`config.mk`:
```
export PLATFORM = sky130hd
export DESIGN_NAME = dtree_seq_engine_flat
export DESIGN_NICKNAME = d
export VERILOG_FILES = /design/src/rtl/dtree_seq_engine_if.sv /design/src/rtl/dtree_seq_engine.sv /design/src/flat_wrapper.sv
export SDC_FILE = /design/constraint.sdc
export NUM_CORES = 1
export LEC_CHECK = 0
export ABC_AREA = 1
export ABC_CLOCK_PERIOD_IN_PS = 3400
export BUFFER_PORTS_ARGS = -buffer_cell sky130_fd_sc_hd__buf_4
export CAP_MARGIN = 40
export CORE_ASPECT_RATIO = 0.8
export CORE_MARGIN = 8
export CORE_UTILIZATION = 62
export DETAILED_ROUTE_END_ITERATION = 8
export PLACE_DENSITY = 0.8
export SLEW_MARGIN = 10
export SYNTH_ARGS = -nofsm -noshare
export SYNTH_HDL_FRONTEND = slang
export SYNTH_SLANG_ARGS = --single-unit
```
`constraint.sdc`:
```
create_clock -name clk -period 3.4 [get_ports clk]
set_input_delay 0.51 -clock clk [delete_from_list [all_inputs] [get_ports clk]]
set_output_delay 0.51 -clock clk [all_outputs]
set_load 0.05 [all_outputs]
```
`src/rtl/dtree_seq_engine_if.sv`:
```
// Bus bundle for dtree_seq_engine: feature-vector input handshake, result
// output handshake and the node-table configuration port.
//   master : feature source / class consumer / configuration agent
//   slave  : the engine
// Port summary (slave view):
//   in_valid, in_feat -> in ;  in_ready -> out
//   out_ready         -> in ;  out_valid, out_class, out_depth, out_err -> out
//   cfg_we, cfg_addr, cfg_data -> in ;  cfg_rej -> out
interface dtree_seq_engine_if #(
  parameter int unsigned NFEAT     = 4,
  parameter int unsigned FW        = 8,
  parameter int unsigned CW        = 3,
  parameter int unsigned NODES     = 16,
  parameter int unsigned MAX_DEPTH = 8
);
  localparam int unsigned AW  = $clog2(NODES);
  localparam int unsigned IW  = (NFEAT > 1) ? $clog2(NFEAT) : 1;
  localparam int unsigned NDW = 1 + IW + FW + 2 * AW;
  localparam int unsigned DW  = $clog2(MAX_DEPTH + 1);

  logic                  in_valid;
  logic                  in_ready;
  logic [NFEAT*FW-1:0]   in_feat;
  logic                  out_valid;
  logic                  out_ready;
  logic [CW-1:0]         out_class;
  logic [DW-1:0]         out_depth;
  logic                  out_err;
  logic                  cfg_we;
  logic [AW-1:0]         cfg_addr;
  logic [NDW-1:0]        cfg_data;
  logic                  cfg_rej;

  modport master (
    output in_valid, in_feat, out_ready, cfg_we, cfg_addr, cfg_data,
    input  in_ready, out_valid, out_class, out_depth, out_err, cfg_rej
  );

  modport slave (
    input  in_valid, in_feat, out_ready, cfg_we, cfg_addr, cfg_data,
    output in_ready, out_valid, out_class, out_depth, out_err, cfg_rej
  );
endinterface

```
`src/rtl/dtree_seq_engine.sv`:
```
// Sequential decision-tree classifier. A feature vector is captured on the
// input handshake, then the runtime-loaded node table is walked one node per
// clock from root node 0 until a leaf, a depth-limit abort or a bad index.
// The result (class, comparisons taken, error flag) is held on the output
// handshake until consumed.
// Ports:
//   clk   - rising-edge clock
//   rst_n - asynchronous active-low reset (clears FSM, outputs, node table)
//   bus   - dtree_seq_engine_if.slave: in_*/out_* handshakes and cfg_* port
// Node word, MSB to LSB: {leaf, fidx[IW], thr[FW], left[AW], right[AW]}.
module dtree_seq_engine #(
  parameter int unsigned NFEAT     = 4,
  parameter int unsigned FW        = 8,
  parameter int unsigned CW        = 3,
  parameter int unsigned NODES     = 16,
  parameter int unsigned MAX_DEPTH = 8
) (
  input  logic              clk,
  input  logic              rst_n,
  dtree_seq_engine_if.slave bus
);
  localparam int unsigned AW  = $clog2(NODES);
  localparam int unsigned IW  = (NFEAT > 1) ? $clog2(NFEAT) : 1;
  localparam int unsigned NDW = 1 + IW + FW + 2 * AW;
  localparam int unsigned DW  = $clog2(MAX_DEPTH + 1);

  // When an index field exactly spans its range no out-of-range value exists.
  localparam bit FIDX_FULL  = (NFEAT == (32'd1 << IW));
  localparam bit NODES_FULL = (NODES == (32'd1 << AW));

  // Cleared node: leaf with thr=0, i.e. class 0.
  localparam logic [NDW-1:0] NODE_RST = {1'b1, {(NDW-1){1'b0}}};

  localparam logic [1:0] IDLE = 2'd0;
  localparam logic [1:0] WALK = 2'd1;
  localparam logic [1:0] DONE = 2'd2;

  logic [1:0]     state_q, state_d;
  logic [NDW-1:0] node_tab [NODES];
  logic [FW-1:0]  feat_q   [NFEAT];
  logic           feat_ld;

  logic [AW-1:0]  cur_q, cur_d;
  logic [DW-1:0]  depth_q, depth_d;
  logic [CW-1:0]  class_q, class_d;
  logic [DW-1:0]  dout_q, dout_d;
  logic           err_q, err_d;
  logic           oval_q, oval_d;
  logic           irdy_q, irdy_d;
  logic           rej_q, rej_d;

  // Current node decode
  logic [NDW-1:0] node_w;
  logic           node_leaf;
  logic [IW-1:0]  node_fidx;
  logic [FW-1:0]  node_thr;
  logic [AW-1:0]  node_left;
  logic [AW-1:0]  node_right;
  logic [FW-1:0]  feat_sel;
  logic [AW-1:0]  next_addr;
  logic           fidx_bad;
  logic           child_bad;
  logic           cfg_addr_bad;
  logic           cfg_wr_ok;

  assign node_w     = node_tab[cur_q];
  assign node_leaf  = node_w[NDW-1];
  assign node_fidx  = node_w[NDW-2 -: IW];
  assign node_thr   = node_w[2*AW +: FW];
  assign node_left  = node_w[AW +: AW];
  assign node_right = node_w[0 +: AW];

  // Feature mux; an out-of-range fidx selects 0 and is flagged separately.
  always_comb begin
    feat_sel = '0;
    for (int i = 0; i < NFEAT; i++) begin
      if (node_fidx == IW'(i)) feat_sel = feat_q[i];
    end
  end

  assign next_addr = (feat_sel <= node_thr) ? node_left : node_right;

  generate
    if (FIDX_FULL) begin : g_fidx_full
      assign fidx_bad = 1'b0;
    end else begin : g_fidx_chk
      assign fidx_bad = (32'(node_fidx) >= NFEAT);
    end

    if (NODES_FULL) begin : g_nodes_full
      assign child_bad    = 1'b0;
      assign cfg_addr_bad = 1'b0;
    end else begin : g_nodes_chk
      assign child_bad    = (32'(next_addr) >= NODES);
      assign cfg_addr_bad = (32'(bus.cfg_addr) >= NODES);
    end
  endgenerate

  // Writes land only while idle; a write alongside an accept is seen by that walk.
  assign cfg_wr_ok = bus.cfg_we && (state_q == IDLE) && !cfg_addr_bad;

  // Node table
  always_ff @(posedge clk or negedge rst_n) begin
    if (!rst_n) begin
      for (int i = 0; i < NODES; i++) node_tab[i] <= NODE_RST;
    end else if (cfg_wr_ok) begin
      node_tab[bus.cfg_addr] <= bus.cfg_data;
    end
  end

  // State register
  always_ff @(posedge clk or negedge rst_n) begin
    if (!rst_n) state_q <= IDLE;
    else        state_q <= state_d;
  end

  // Next-state and registered-output next values
  always_comb begin
    state_d = state_q;
    cur_d   = cur_q;
    depth_d = depth_q;
    class_d = class_q;
    dout_d  = dout_q;
    err_d   = err_q;
    oval_d  = oval_q;
    irdy_d  = irdy_q;
    feat_ld = 1'b0;
    rej_d   = bus.cfg_we && !cfg_wr_ok;

    case (state_q)
      IDLE: begin
        irdy_d = 1'b1;
        if (bus.in_valid && irdy_q) begin
          feat_ld = 1'b1;
          cur_d   = '0;
          depth_d = '0;
          irdy_d  = 1'b0;
          state_d = WALK;
        end
      end

      WALK: begin
        irdy_d = 1'b0;
        if (node_leaf) begin
          class_d = node_thr[CW-1:0];
          dout_d  = depth_q;
          err_d   = 1'b0;
          oval_d  = 1'b1;
          state_d = DONE;
        end else if (fidx_bad || child_bad || (depth_q == DW'(MAX_DEPTH))) begin
          class_d = '0;
          dout_d  = depth_q;
          err_d   = 1'b1;
          oval_d  = 1'b1;
          state_d = DONE;
        end else begin
          cur_d   = next_addr;
          depth_d = depth_q + DW'(1);
        end
      end

      DONE: begin
        // in_ready returns only in the cycle after the output handshake.
        if (oval_q && bus.out_ready) begin
          oval_d  = 1'b0;
          irdy_d  = 1'b1;
          state_d = IDLE;
        end
      end

      default: begin
        oval_d  = 1'b0;
        irdy_d  = 1'b1;
        state_d = IDLE;
      end
    endcase
  end

  // Datapath and output registers
  always_ff @(posedge clk or negedge rst_n) begin
    if (!rst_n) begin
      cur_q   <= '0;
      depth_q <= '0;
      class_q <= '0;
      dout_q  <= '0;
      err_q   <= 1'b0;
      oval_q  <= 1'b0;
      irdy_q  <= 1'b1;
      rej_q   <= 1'b0;
      for (int i = 0; i < NFEAT; i++) feat_q[i] <= '0;
    end else begin
      cur_q   <= cur_d;
      depth_q <= depth_d;
      class_q <= class_d;
      dout_q  <= dout_d;
      err_q   <= err_d;
      oval_q  <= oval_d;
      irdy_q  <= irdy_d;
      rej_q   <= rej_d;
      if (feat_ld) begin
        for (int i = 0; i < NFEAT; i++) feat_q[i] <= bus.in_feat[i*FW +: FW];
      end
    end
  end

  assign bus.in_ready  = irdy_q;
  assign bus.out_valid = oval_q;
  assign bus.out_class = class_q;
  assign bus.out_depth = dout_q;
  assign bus.out_err   = err_q;
  assign bus.cfg_rej   = rej_q;

endmodule
```
`src/flat_wrapper.sv`:
```
// flat-port wrapper written by rule: the top's interface ports become plain ports
module dtree_seq_engine_flat 
#(
  parameter int unsigned NFEAT     = 4,
  parameter int unsigned FW        = 8,
  parameter int unsigned CW        = 3,
  parameter int unsigned NODES     = 16,
  parameter int unsigned MAX_DEPTH = 8
)
  (clk, rst_n, bus_in_valid, bus_in_feat, bus_out_ready, bus_cfg_we, bus_cfg_addr, bus_cfg_data, bus_in_ready, bus_out_valid, bus_out_class, bus_out_depth, bus_out_err, bus_cfg_rej);
  dtree_seq_engine_if #(.NFEAT(NFEAT), .FW(FW), .CW(CW), .NODES(NODES), .MAX_DEPTH(MAX_DEPTH)) bus_i ();
  input  logic clk;
  input  logic rst_n;
  input wire logic [$bits(bus_i.in_valid)-1:0] bus_in_valid;
  input wire logic [$bits(bus_i.in_feat)-1:0] bus_in_feat;
  input wire logic [$bits(bus_i.out_ready)-1:0] bus_out_ready;
  input wire logic [$bits(bus_i.cfg_we)-1:0] bus_cfg_we;
  input wire logic [$bits(bus_i.cfg_addr)-1:0] bus_cfg_addr;
  input wire logic [$bits(bus_i.cfg_data)-1:0] bus_cfg_data;
  output wire logic [$bits(bus_i.in_ready)-1:0] bus_in_ready;
  output wire logic [$bits(bus_i.out_valid)-1:0] bus_out_valid;
  output wire logic [$bits(bus_i.out_class)-1:0] bus_out_class;
  output wire logic [$bits(bus_i.out_depth)-1:0] bus_out_depth;
  output wire logic [$bits(bus_i.out_err)-1:0] bus_out_err;
  output wire logic [$bits(bus_i.cfg_rej)-1:0] bus_cfg_rej;
  assign bus_i.in_valid = bus_in_valid;
  assign bus_i.in_feat = bus_in_feat;
  assign bus_i.out_ready = bus_out_ready;
  assign bus_i.cfg_we = bus_cfg_we;
  assign bus_i.cfg_addr = bus_cfg_addr;
  assign bus_i.cfg_data = bus_cfg_data;
  assign bus_in_ready = bus_i.in_ready;
  assign bus_out_valid = bus_i.out_valid;
  assign bus_out_class = bus_i.out_class;
  assign bus_out_depth = bus_i.out_depth;
  assign bus_out_err = bus_i.out_err;
  assign bus_cfg_rej = bus_i.cfg_rej;
  dtree_seq_engine #(.NFEAT(NFEAT), .FW(FW), .CW(CW), .NODES(NODES), .MAX_DEPTH(MAX_DEPTH)) u_core (.clk(clk), .rst_n(rst_n), .bus(bus_i));
endmodule
```
==> results.md, run 1 <==
- Hold Path Class: in -> reg
- WL final: roughly 45000 um
- Startpoint types: flop
- Post-CTS Setup Bufs: 0
- Fin crit period: ~3.2 ns
- Setup_tns: 0 ns
- Mapped Cells: roughly 1900
- Sw frac: ~36%
- Setup WS pre-CTS: about 0.20 ns
- Post-synthesis register bit count: approximately 360
- Sequential cell fraction of total power: 44.3%
- Synth cell count leaders: nand2_1 (569), dfrtp_1 (340), o21ai_0 (326), nand3_1 (166), nor2_1 (100)
- DR vias: 13970
- Root Driver: clkbuf_16
- Sequential fraction of the synthesis area: approximately 54%
- Cell with the most instances after synthesis: nand2_1
- Synth Cell Area: 16550 um^2
- Clock network power share: between 20% and 30%
- Buffers on Ports: 70
- Worst-Skew Late Latency: roughly 0.52 ns
- Max Fclk: about 0.32 GHz
- Area leader, netlist: dfrtp_1
- Logic gate share of total power: 32.0%
- Crit share post-route: 92.97%
- Remaining global-route overflow: 0
- Final Cell Area: 18370 um^2
- Worst-path clk slew: around 0.06 ns
- CP Cell Sequence: buf_16 > nand2_1 > nand3_1 > nand3_1 > nand3_1 > nand2_4 > inv_2 > nor2_4 > nand2_1 > nand4_1 > ha_1 > a21oi_1 > o21ai_0 > nand2_1 > nand2_1 > nand2_1 > inv_2 > a21oi_1 > nand3_1 > nand2_1
- Post-DP Area: roughly 17000 um^2
- Synth top area share: about half
- Antenna diodes: 0
- Final count of hold timing violations: 0
- Syn nets: roughly 2000
- Synth area leaders: dfrtp_1 (51%), nand2_1 (13%), o21ai_0 (9.9%)
- First-pass GRT wire length: 71320 um
- Filler cells: about 2000
- Slack of the critical path: about 0.24 ns
- Syn. warnings: 0
- DRC: 0
- Critical Path RT: about 3.9 ns
- Core region area: roughly 26000 um^2
- Drt initial violations: roughly 1600
- Crit path capture type: flop
- Power density cells: 897.0 nW/um^2
- Routed vias/inst: approximately 6
- Switch Pwr: 5.896 mW
- Worst path slowest cell: dfrtp_4
- Post-synth EDFFs: 0
- Die Width: roughly 200 um
- Worst vdd ir: approximately 0.00045 V
- Outcome: finished clean
- Die area: about 32000 um^2
- Nets: slightly above 2000
- Final cell count without fillers: about 2300
- ANT nets after route: 0
- FP Rows: 53
- H-tree Lvls: 2
- Gpl congestion: roughly 0.83
- Placed cells: approximately 2300
- CP most frequent cell: nand2_1
- Count of cell types in the netlist: 38
- WL/cell: 19.35 um
- Max Buffers Root-to-Sink: 3
- Clock buffer count from CTS: 36
- P_leak: 8.651 nW
- Sinks on the clock net: ~360
- CTS tree: yes
- Worst-path fanout max: 46
- Most used DFF post-synth: dfrtp_1
- Area Overhead vs Synth: 10.99%
- DR pass1 iterations: 9
- Internal: ~11 mW
- Asr flop ratio synth: between 90% and 100%
- Slew at the pin closest to its max-slew limit: ~0.66 ns
- Global Route Usage Sum: 27.77%
- Pwr Total: around 16 mW
- Layout cells sized above 1: between 10 and 15%
- Peak per-stage delay on the critical path: 0.56 ns
- Slew headroom: 56.20%
- Largest net degree at the start of global routing: 93
- Starting Density: 63.04%
- Vias in the first global route: 13160
- Initial antenna violation count: 0
- Die Ht: between 150 and 200 um
- Syn_area_per_cell: 8.494 um^2
- Skew final: 0.01407 ns
- Worst EP arrival: roughly 3.6 ns
- Slew Limit Fails: 0
- Num ports: a little over 70
- Max Cap Viol: 0
- Setup CP Type: reg -> reg
- Final setup fails: 0
- Dpl hpwl: between 20000 and 30000 um
==> metrics by stage <==
stage	util (%)	hold slack, ns
final	69.97	0.2309
after floorplan	-	0.2144
after detailed placement	65.26	0.4680
after global placement	65.18	0.4608
after global routing	69.97	0.2192
after CTS	69.73	0.2199
==> worst max-delay path, delay by kind of cell, from the launching register on <==
family | cells | cell delay (ns)
compound gates | 3 | 0.42
buf+inv | 3 | 0.42
flops | 1 | 0.56
fa+ha+maj | 1 | 0.25
simple gates | 13 | 1.41
==> power by group through the flow <==
stage	Clock [mW]	Sequential (mW)	Combinational, mW
floorplan	0	7.13	3.88
global placement	0	7.24	4.87
detailed placement	0	7.29	5.13
CTS	3.93	7.25	5.20
global route	4.13	7.50	6.01
finish	3.91	7.30	5.28
==> layout make-up <==
cell class,instances,area [um^2],area share [%]
clock inverter,6,55.05,0.2996
sequential,357,8961,48.77
timing repair buffer,116,1017,5.536
multi-input combinational,1356,6467,35.20
inverter,82,316.6,1.723
clock buffer,54,1110,6.040
tap,357,446.7,2.431
==> placed cells by master, fill, tap and decap left out, drive strengths merged, types with 7 or more instances in the layout <==
cell type / synthesis / routed
buf: 100 / 114
o221ai: 21 / 21
mux2: 25 / 25
a21oi: 16 / 16
clkbuf: 54 / 55
nand2: 581 / 581
nor2: 105 / 105
dfstp: 17 / 17
o22ai: 8 / 8
inv: 80 / 80
ha: 10 / 10
o21ai: 386 / 386
clkinv: 2 / 7
o211ai: 13 / 13
nand4: 10 / 10
dfrtp: 340 / 340
nand3: 175 / 175
==> layer usage <==
layer | routed length [um] | up-vias | share of wire [%] | global-route usage (%)
met5 | 0 | - | 0 | 0
met4 | 975 | 0 | 2.2 | 7.871
met3 | 4534 | 82 | 10 | 5.500
met2 | 20600 | 711 | 46 | 43.37
met1 | 18950 | 6745 | 42 | 39.18
li1 | - | 6432 | - | -
==> path summary, 6_finish.rpt <==
check	slack, ns	from	depth (start not counted)	endpoint
hold / removal	0.23	bus_cfg_we	3	u_core.bus.cfg_rej
setup reg to reg	0.24	u_core.cur_q[0]	20	u_core.cur_q[1]
max in group asynchronous	1.91	rst_n	3	u_core.node_tab[49]
setup / recovery	0.24	u_core.cur_q[0]	20	u_core.cur_q[1]
hold reg to reg	0.48	u_core.node_tab[218]	2	u_core.node_tab[218]
min in group asynchronous	0.57	rst_n	2	u_core.bus.cfg_rej
==> registers in the layout, indices dropped and copies added (netlist names), 2 cells and up <==
name and flops:
u_core.bus.out_class 3, u_core.bus.out_depth 4, u_core.cur_q 4, u_core.depth_q 4, u_core.feat_q 32, u_core.node_tab 304
u_core.state_q 2
==> cell families after synthesis <==
logic type | Yosys count | share of synthesized area [%]
AOI/OAI and AO/OA | 447 | 14.40
muxes | 25 | 1.701
and+or+nand+nor | 872 | 21.99
DFF | 357 | 54.09
adders and majority gates | 10 | 0.7558
buffers and inverters | 236 | 6.953
xor gates and xnor gates | 2 | 0.1058
==> timing repair <==
item,CTS,global route
gates resized for setup,0,8
hold buffers,1,0
endpoints found under the setup margin,0,4
hold endpoints to repair,7,0
No activity file was read; power rests on OpenSTA's default activity.
==> run 2: changes to the inputs <==
--- a/config.mk
+++ b/config.mk
@@ -11,9 +11,9 @@
 export CAP_MARGIN = 40
 export CORE_ASPECT_RATIO = 0.8
 export CORE_MARGIN = 8
-export CORE_UTILIZATION = 62
+export CORE_UTILIZATION = 45
 export DETAILED_ROUTE_END_ITERATION = 8
-export PLACE_DENSITY = 0.8
+export GPL_TIMING_DRIVEN = 1
 export SLEW_MARGIN = 10
 export SYNTH_ARGS = -nofsm -noshare
 export SYNTH_HDL_FRONTEND = slang
==> run 2 against run 1 <==
  * Critical path depth down 1
  * Combinational power down 2%
  * Worst setup slack better by 0.051 ns
  * Maximum frequency up 1.6%
  * Largest power group unchanged
  * Clock-buffer cell count up 4
  * Sequential share of layout area down 0.66 points
==> results.md, run 2 (same netlist as run 1, synthesis figures left out) <==
- Vias in the first global route: around 13000
- H-tree Lvls: 2
- Hold Path Class: in -> reg
- Slew at the pin closest to its max-slew limit: approximately 0.65 ns
- Num ports: between 70 and 80
- Initial antenna violation count: 0
- Switch Pwr: 5.885 mW
- Largest reg by FF count: u_core.node_tab
- Max Buffers Root-to-Sink: 3
- Starting Density: approximately 45%
- Slew headroom: 56.92%
- Post-CTS Setup Bufs: 0
- Worst EP arrival: 3.53 ns
- P_leak: ~8.7 nW
- Power density cells: approximately 890 nW/um^2
- Gpl congestion: 0.7872
- Area Overhead vs Synth: 12.50%
- Multi-input logic area: approximately 6500 um^2
- Worst vdd ir: around 0.0005 V
- Most common cell after layout, fill and taps aside: nand2_1
- Clock network power share: 25.2%
- First-pass GRT wire length: ~74000 um
- Max Fclk: between 0.3 and 0.4 GHz
- Filler cells: 3474
- Layout Utilization: ~51%
- Sequential cell area: 8961 um^2
- DR vias: about 13000
- ANT nets after route: 0
- Hold slack: a little over 0.2 ns
- Max Cap Viol: 0
- Largest net degree at the start of global routing: between 90 and 100
- Critical Path RT: approximately 3.8 ns
- Layout cells sized above 1: around an eighth
- Crit share post-route: between 90% and 100%
- Remaining global-route overflow: 0
- Die Ht: 187.6 um
- Sw frac: a little over a third
- Setup CP Type: reg -> reg
- Placed cells: ~2400
- Internal: 10.73 mW
- DRC: 0
- FP Rows: between 60 and 70
- Final setup fails: 0
- Pwr Total: around 17 mW
- Worst-path clk slew: about 0.060 ns
- Dpl hpwl: approximately 27000 um
- Global Route Usage Sum: roughly a fifth
- Die Width: approximately 230 um
- Commonest non-fill, non-tap cells in the layout: nand2_1 (569), dfrtp_1 (337), o21ai_0 (326), nand3_1 (163), buf_4 (101)
- WL/cell: about 19 um
- Worst-Skew Late Latency: about 0.54 ns
- Die area: roughly 43000 um^2
- Flip-flop count of the largest register after layout: 304
- DR pass1 iterations: 6
- Outcome: finished clean
- Buffers on Ports: 70
- Crit path capture type: flop
- WL final: 46170 um
- Routed vias/inst: between 5 and 6
- Slack of the critical path: roughly 0.29 ns
- Worst-path fanout max: 63
- CTS tree: yes
- Nets: ~2000
- Top flop regs: u_core.node_tab: 304 flops, u_core.feat_q: 32 flops
- Antenna diodes: 0
- Final Cell Area: 18620 um^2
- Startpoint types: flop
- Clock buffer count from CTS: 38
- Logic gate share of total power: between 30% and 40%
- Final count of hold timing violations: 0
- Sequential cell fraction of total power: 43.7%
- Final cell count without fillers: 2463
- Fin crit period: 3.110 ns
- Post-DP Area: ~17000 um^2
- Slew Limit Fails: 0
- Setup_tns: 0 ns
- Drt initial violations: about 1500
- RSZ-0062 raised after global routing: no
- Core region area: approximately 37000 um^2
- Sinks on the clock net: 357
- Root Driver: clkbuf_16
- Skew final: about 0.017 ns
- Setup WS pre-CTS: between 0.2 and 0.25 ns
## run 2: cell count changes in the layout (fill, tap and decap cells not counted), sizes merged
cell,delta
buf,-1
clkbuf,+3
clkinv,+2
clkinvlp,+1
## run 2: power groups by stage
stage	combinational (mW)	sequential [mW]	clock [mW]
2_1_floorplan	3.88	7.13	0
3_3_place_gp	5.00	7.27	0
3_5_place_dp	5.18	7.28	0
4_1_cts	5.19	7.25	4.26
5_1_grt	5.95	7.50	4.42
6_report	5.16	7.27	4.19
## run 2: area by class of cell
class                           instances  share of cell area, %
Timing Repair Buffer                  114                  5.428
Sequential cell                       357                  48.12
Clock inverter                          9                 0.3897
Clock buffer                           58                  6.389
Multi-Input combinational cell       1356                  34.73
Tap cell                              487                  3.272
Inverter                               82                  1.673
## run 2: per-layer routing
layer / GRT usage (%) / vias to the layer above / share of wire (%)
li1: - / 6424 / -
met1: 31.47 / 6526 / 47
met2: 32.80 / 426 / 44
met3: 2.930 / 71 / 6.5
met4: 5.890 / 0 / 2.2
met5: 0 / - / 0
## run 2: timing repair
item                       CTS  global route
hold buffers                 1             0
resized for setup            0             2
setup endpoints to repair    0             4
hold endpoints to repair     2             0
## run 2: path summary, 6_finish.rpt
kind	slack [ns]	endpoint	start	depth (start not counted)
setup / recovery	0.29	u_core.cur_q[1]	u_core.cur_q[0]	19
hold / removal	0.20	u_core.feat_q[11]	bus_in_feat[19]	2
setup reg to reg	0.29	u_core.cur_q[1]	u_core.cur_q[0]	19
hold reg to reg	0.48	u_core.node_tab[122]	u_core.node_tab[122]	2
max in group asynchronous	1.97	u_core.node_tab[278]	rst_n	3
min in group asynchronous	0.59	u_core.node_tab[76]	rst_n	2
## run 2: worst max-delay path, cell delays in order, from the launching register on
cell	delay, ns
dfrtp_4	0.51
inv_4	0.26
buf_12	0.32
nor2_1	0.07
nor2_1	0.08
o21ai_0	0.09
o211ai_1	0.11
nand3_1	0.20
nand2_1	0.13
inv_1	0.07
ha_1	0.27
nand2_1	0.05
o21ai_0	0.16
nand2_1	0.07
nand2_1	0.05
nand2_1	0.16
inv_1	0.16
a21oi_1	0.08
nand3_1	0.08
nand2_1	0.05
==> run 3: changes to the inputs <==
==> constraint.sdc (replaced) <==
create_clock -name clk -period 3.4 [get_ports clk]
set_input_delay 0.17 -clock clk [delete_from_list [all_inputs] [get_ports clk]]
set_output_delay 0.17 -clock clk [all_outputs]
set_load 0.05 [all_outputs]
==> run 3 against run 2 <==
  * Clock power about the same
  * Sequential power about the same
  * Flip-flop and latch count unchanged
  * Critical path depth increased by 2
  * Maximum frequency decreased by 0.88%
  * Via count increased by 1.3%
  * Critical endpoint unchanged
  * Largest power group unchanged
==> results.md, run 3 (same netlist as run 1, synthesis figures left out) <==
- Worst-path fanout max: 35
- Dpl hpwl: between 20000 and 30000 um
- Worst path slowest cell: dfrtp_4
- Antenna diodes: 0
- Remaining global-route overflow: 0
- Clock buffer count from CTS: 39
- Initial antenna violation count: 0
- Internal: ~11 mW
- Root Driver: clkbuf_16
- Skew final: approximately 0.016 ns
- Core region area: ~37000 um^2
- Die area: approximately 43000 um^2
- Worst flop-to-flop path endpoint: u_core.cur_q[1]
- Max Cap Viol: 0
- Outcome: finished clean
- Worst-Skew Late Latency: 0.54 ns
- Post-CTS Setup Bufs: 0
- ANT nets after route: 0
- Top delay family on crit path: simple AND/OR/NAND/NOR gates
- Largest net degree at the start of global routing: 95
- Switch Pwr: just under 6 mW
- FP Rows: between 60 and 70
- Global Route Usage Sum: between 20% and 30%
- Vias in the first global route: between 10000 and 15000
- Worst-path clk slew: around 0.06 ns
- Worst EP arrival: 3.61 ns
- Logic gate share of total power: a little under a third
- Slew at the pin closest to its max-slew limit: 0.7464 ns
- Pwr Total: roughly 17 mW
- Worst Hold Launch: bus_in_valid
- DR vias: between 10000 and 15000
- Sw frac: between 30% and 40%
- CP most frequent cell: nand2_1
- Setup_tns: 0 ns
- Startpoint of the worst-slack reg-to-reg timing path: u_core.cur_q[0]
- P_leak: 8.832 nW
- Final cell count without fillers: between 2000 and 3000
- Nets: roughly 2100
- Sequential cell fraction of total power: approximately 44%
- WHS Path Cells: 5
- Startpoint types: flop
- DR pass1 iterations: 5
- Reg2reg setup slack: between 0.2 and 0.3 ns
- Clock network power share: 25.1%
- Largest reg by FF count: u_core.node_tab
- Slew Limit Fails: 0
- Die Ht: about 190 um
- WL final: between 40000 and 50000 um
- Peak per-stage delay on the critical path: ~0.56 ns
- Die Width: ~230 um
- Hold Path Class: in -> reg
- Sinks on the clock net: about 360
- Flip-flop count of the largest register after layout: slightly above 300
- Worst vdd ir: a little over 0.0006 V
- Critical Path RT: 3.88 ns
- CP Cell Sequence: inv_6 > nand2_1 > nand2_1 > nand2_1 > nand3_1 > nand3_1 > nand2_4 > inv_2 > nor2_4 > nand2_1 > nand4_1 > ha_1 > a21oi_1 > o21ai_0 > nand2_1 > nand2_1 > nand2_1 > inv_1 > a21oi_1 > nand3_1 > nand2_1
- Worst-case hold path end point: u_core.bus.in_ready
- Starting Density: roughly 45%
- Buffers on Ports: 70
- Area Overhead vs Synth: 14.65%
- CTS tree: yes
- Worst path bufs/invs: 3
- Drt initial violations: ~1400
- Crit share post-route: about 92%
- Most common cell after layout, fill and taps aside: nand2_1
- H-tree Lvls: 2
- Layout cells sized above 1: between 10 and 15%
- Commonest non-fill, non-tap cells in the layout: nand2_1 (569), dfrtp_1 (337), o21ai_0 (326), nand3_1 (163), buf_4 (101)
- DRC: 0
- Routed vias/inst: 5.448
- Crit path capture type: flop
- Reg2reg path depth: 21
- Setup CP Type: reg -> reg
- Slew headroom: 50.24%
- Layout Utilization: about half
- Gpl congestion: ~0.82
- Final setup fails: 0
- Power density cells: around 880 nW/um^2
- Max Buffers Root-to-Sink: 3
- Top flop regs: u_core.node_tab: 304 flops, u_core.feat_q: 32 flops
- Fin crit period: approximately 3.1 ns
- Placed cells: around 2400
- Final count of hold timing violations: 0
- Num ports: 71
- Max Fclk: ~0.32 GHz
- First-pass GRT wire length: roughly 75000 um
- WL/cell: between 15 and 20 um
==> run 3: cell types whose count changed in the layout (fill, tap and decap cells not counted), sizes merged <==
cell,change
buf,-1
clkbuf,+6
bufinv,-1
dlygate4sd3,+34
==> run 3: worst min-delay path, cell delays in order <==
cell and delay (ns):
buf_4 0.09, nand2_1 0.05, a21oi_1 0.11, o21bai_1 0.12, inv_1 0.04
==> run 3: worst max path at each step <==
stage / start / endpoint / slack [ns] / cells past startpoint
after floorplan: u_core.cur_q[0] / u_core.cur_q[3] / 0.92 / 19
after global placement: u_core.cur_q[0] / u_core.cur_q[0] / 0.25 / 22
after detailed placement: u_core.cur_q[0] / u_core.cur_q[1] / 0.18 / 21
after CTS: u_core.cur_q[0] / u_core.cur_q[3] / 0.15 / 21
after global routing: u_core.cur_q[0] / u_core.cur_q[3] / -0.0003 / 21
final: u_core.cur_q[0] / u_core.cur_q[1] / 0.26 / 21
==> run 3: final cells by class <==
| type | instances | area, um^2 |
|---|---|---|
| flip-flops and latches | 357 | 8961 |
| repair buffers | 148 | 1356 |
| multi-input cells | 1356 | 6469 |
| inverters | 82 | 314.1 |
| clock inverters | 8 | 42.54 |
| clock buffers | 63 | 1229 |
| well taps | 487 | 609.3 |
| fillers | 3335 | 17670 |
==> run 3: repair_timing <==
| action | in CTS | in global routing |
|---|---|---|
| hold buffers | 35 | 0 |
| setup endpoints to repair | 0 | 4 |
| endpoints found under the hold margin | 104 | 0 |
| resized for setup | 0 | 3 |
==> run 3: through the flow <==
stage               area (um^2)  hold slack, ns  worst slack (ns)
finish                    18980         0.04959            0.2625
global route              18980         0.08182        -0.0002629
CTS                       18940         0.03583            0.1549
detailed placement        17320          0.2613            0.1798
global placement          17320          0.2620            0.2494
floorplan                 16550         -0.1256            0.9159
==> run 3: metal layers <==
layer	vias to the layer above	share of wire [%]	global-route usage, %
met2	464	43	33.15
met1	6578	48	31.90
met5	-	0	0
li1	6504	-	-
met3	79	6.2	3.050
met4	0	2.4	6.206
==> run 3: power groups by stage <==
stage          Sequential, mW  Clock [mW]  Combinational [mW]
2_1_floorplan            7.13           0                3.88
3_3_place_gp             7.25           0                5.01
3_5_place_dp             7.27           0                5.17
4_1_cts                  7.24        4.26                5.22
5_1_grt                  7.49        4.40                6.02
6_report                 7.27        4.19                5.22
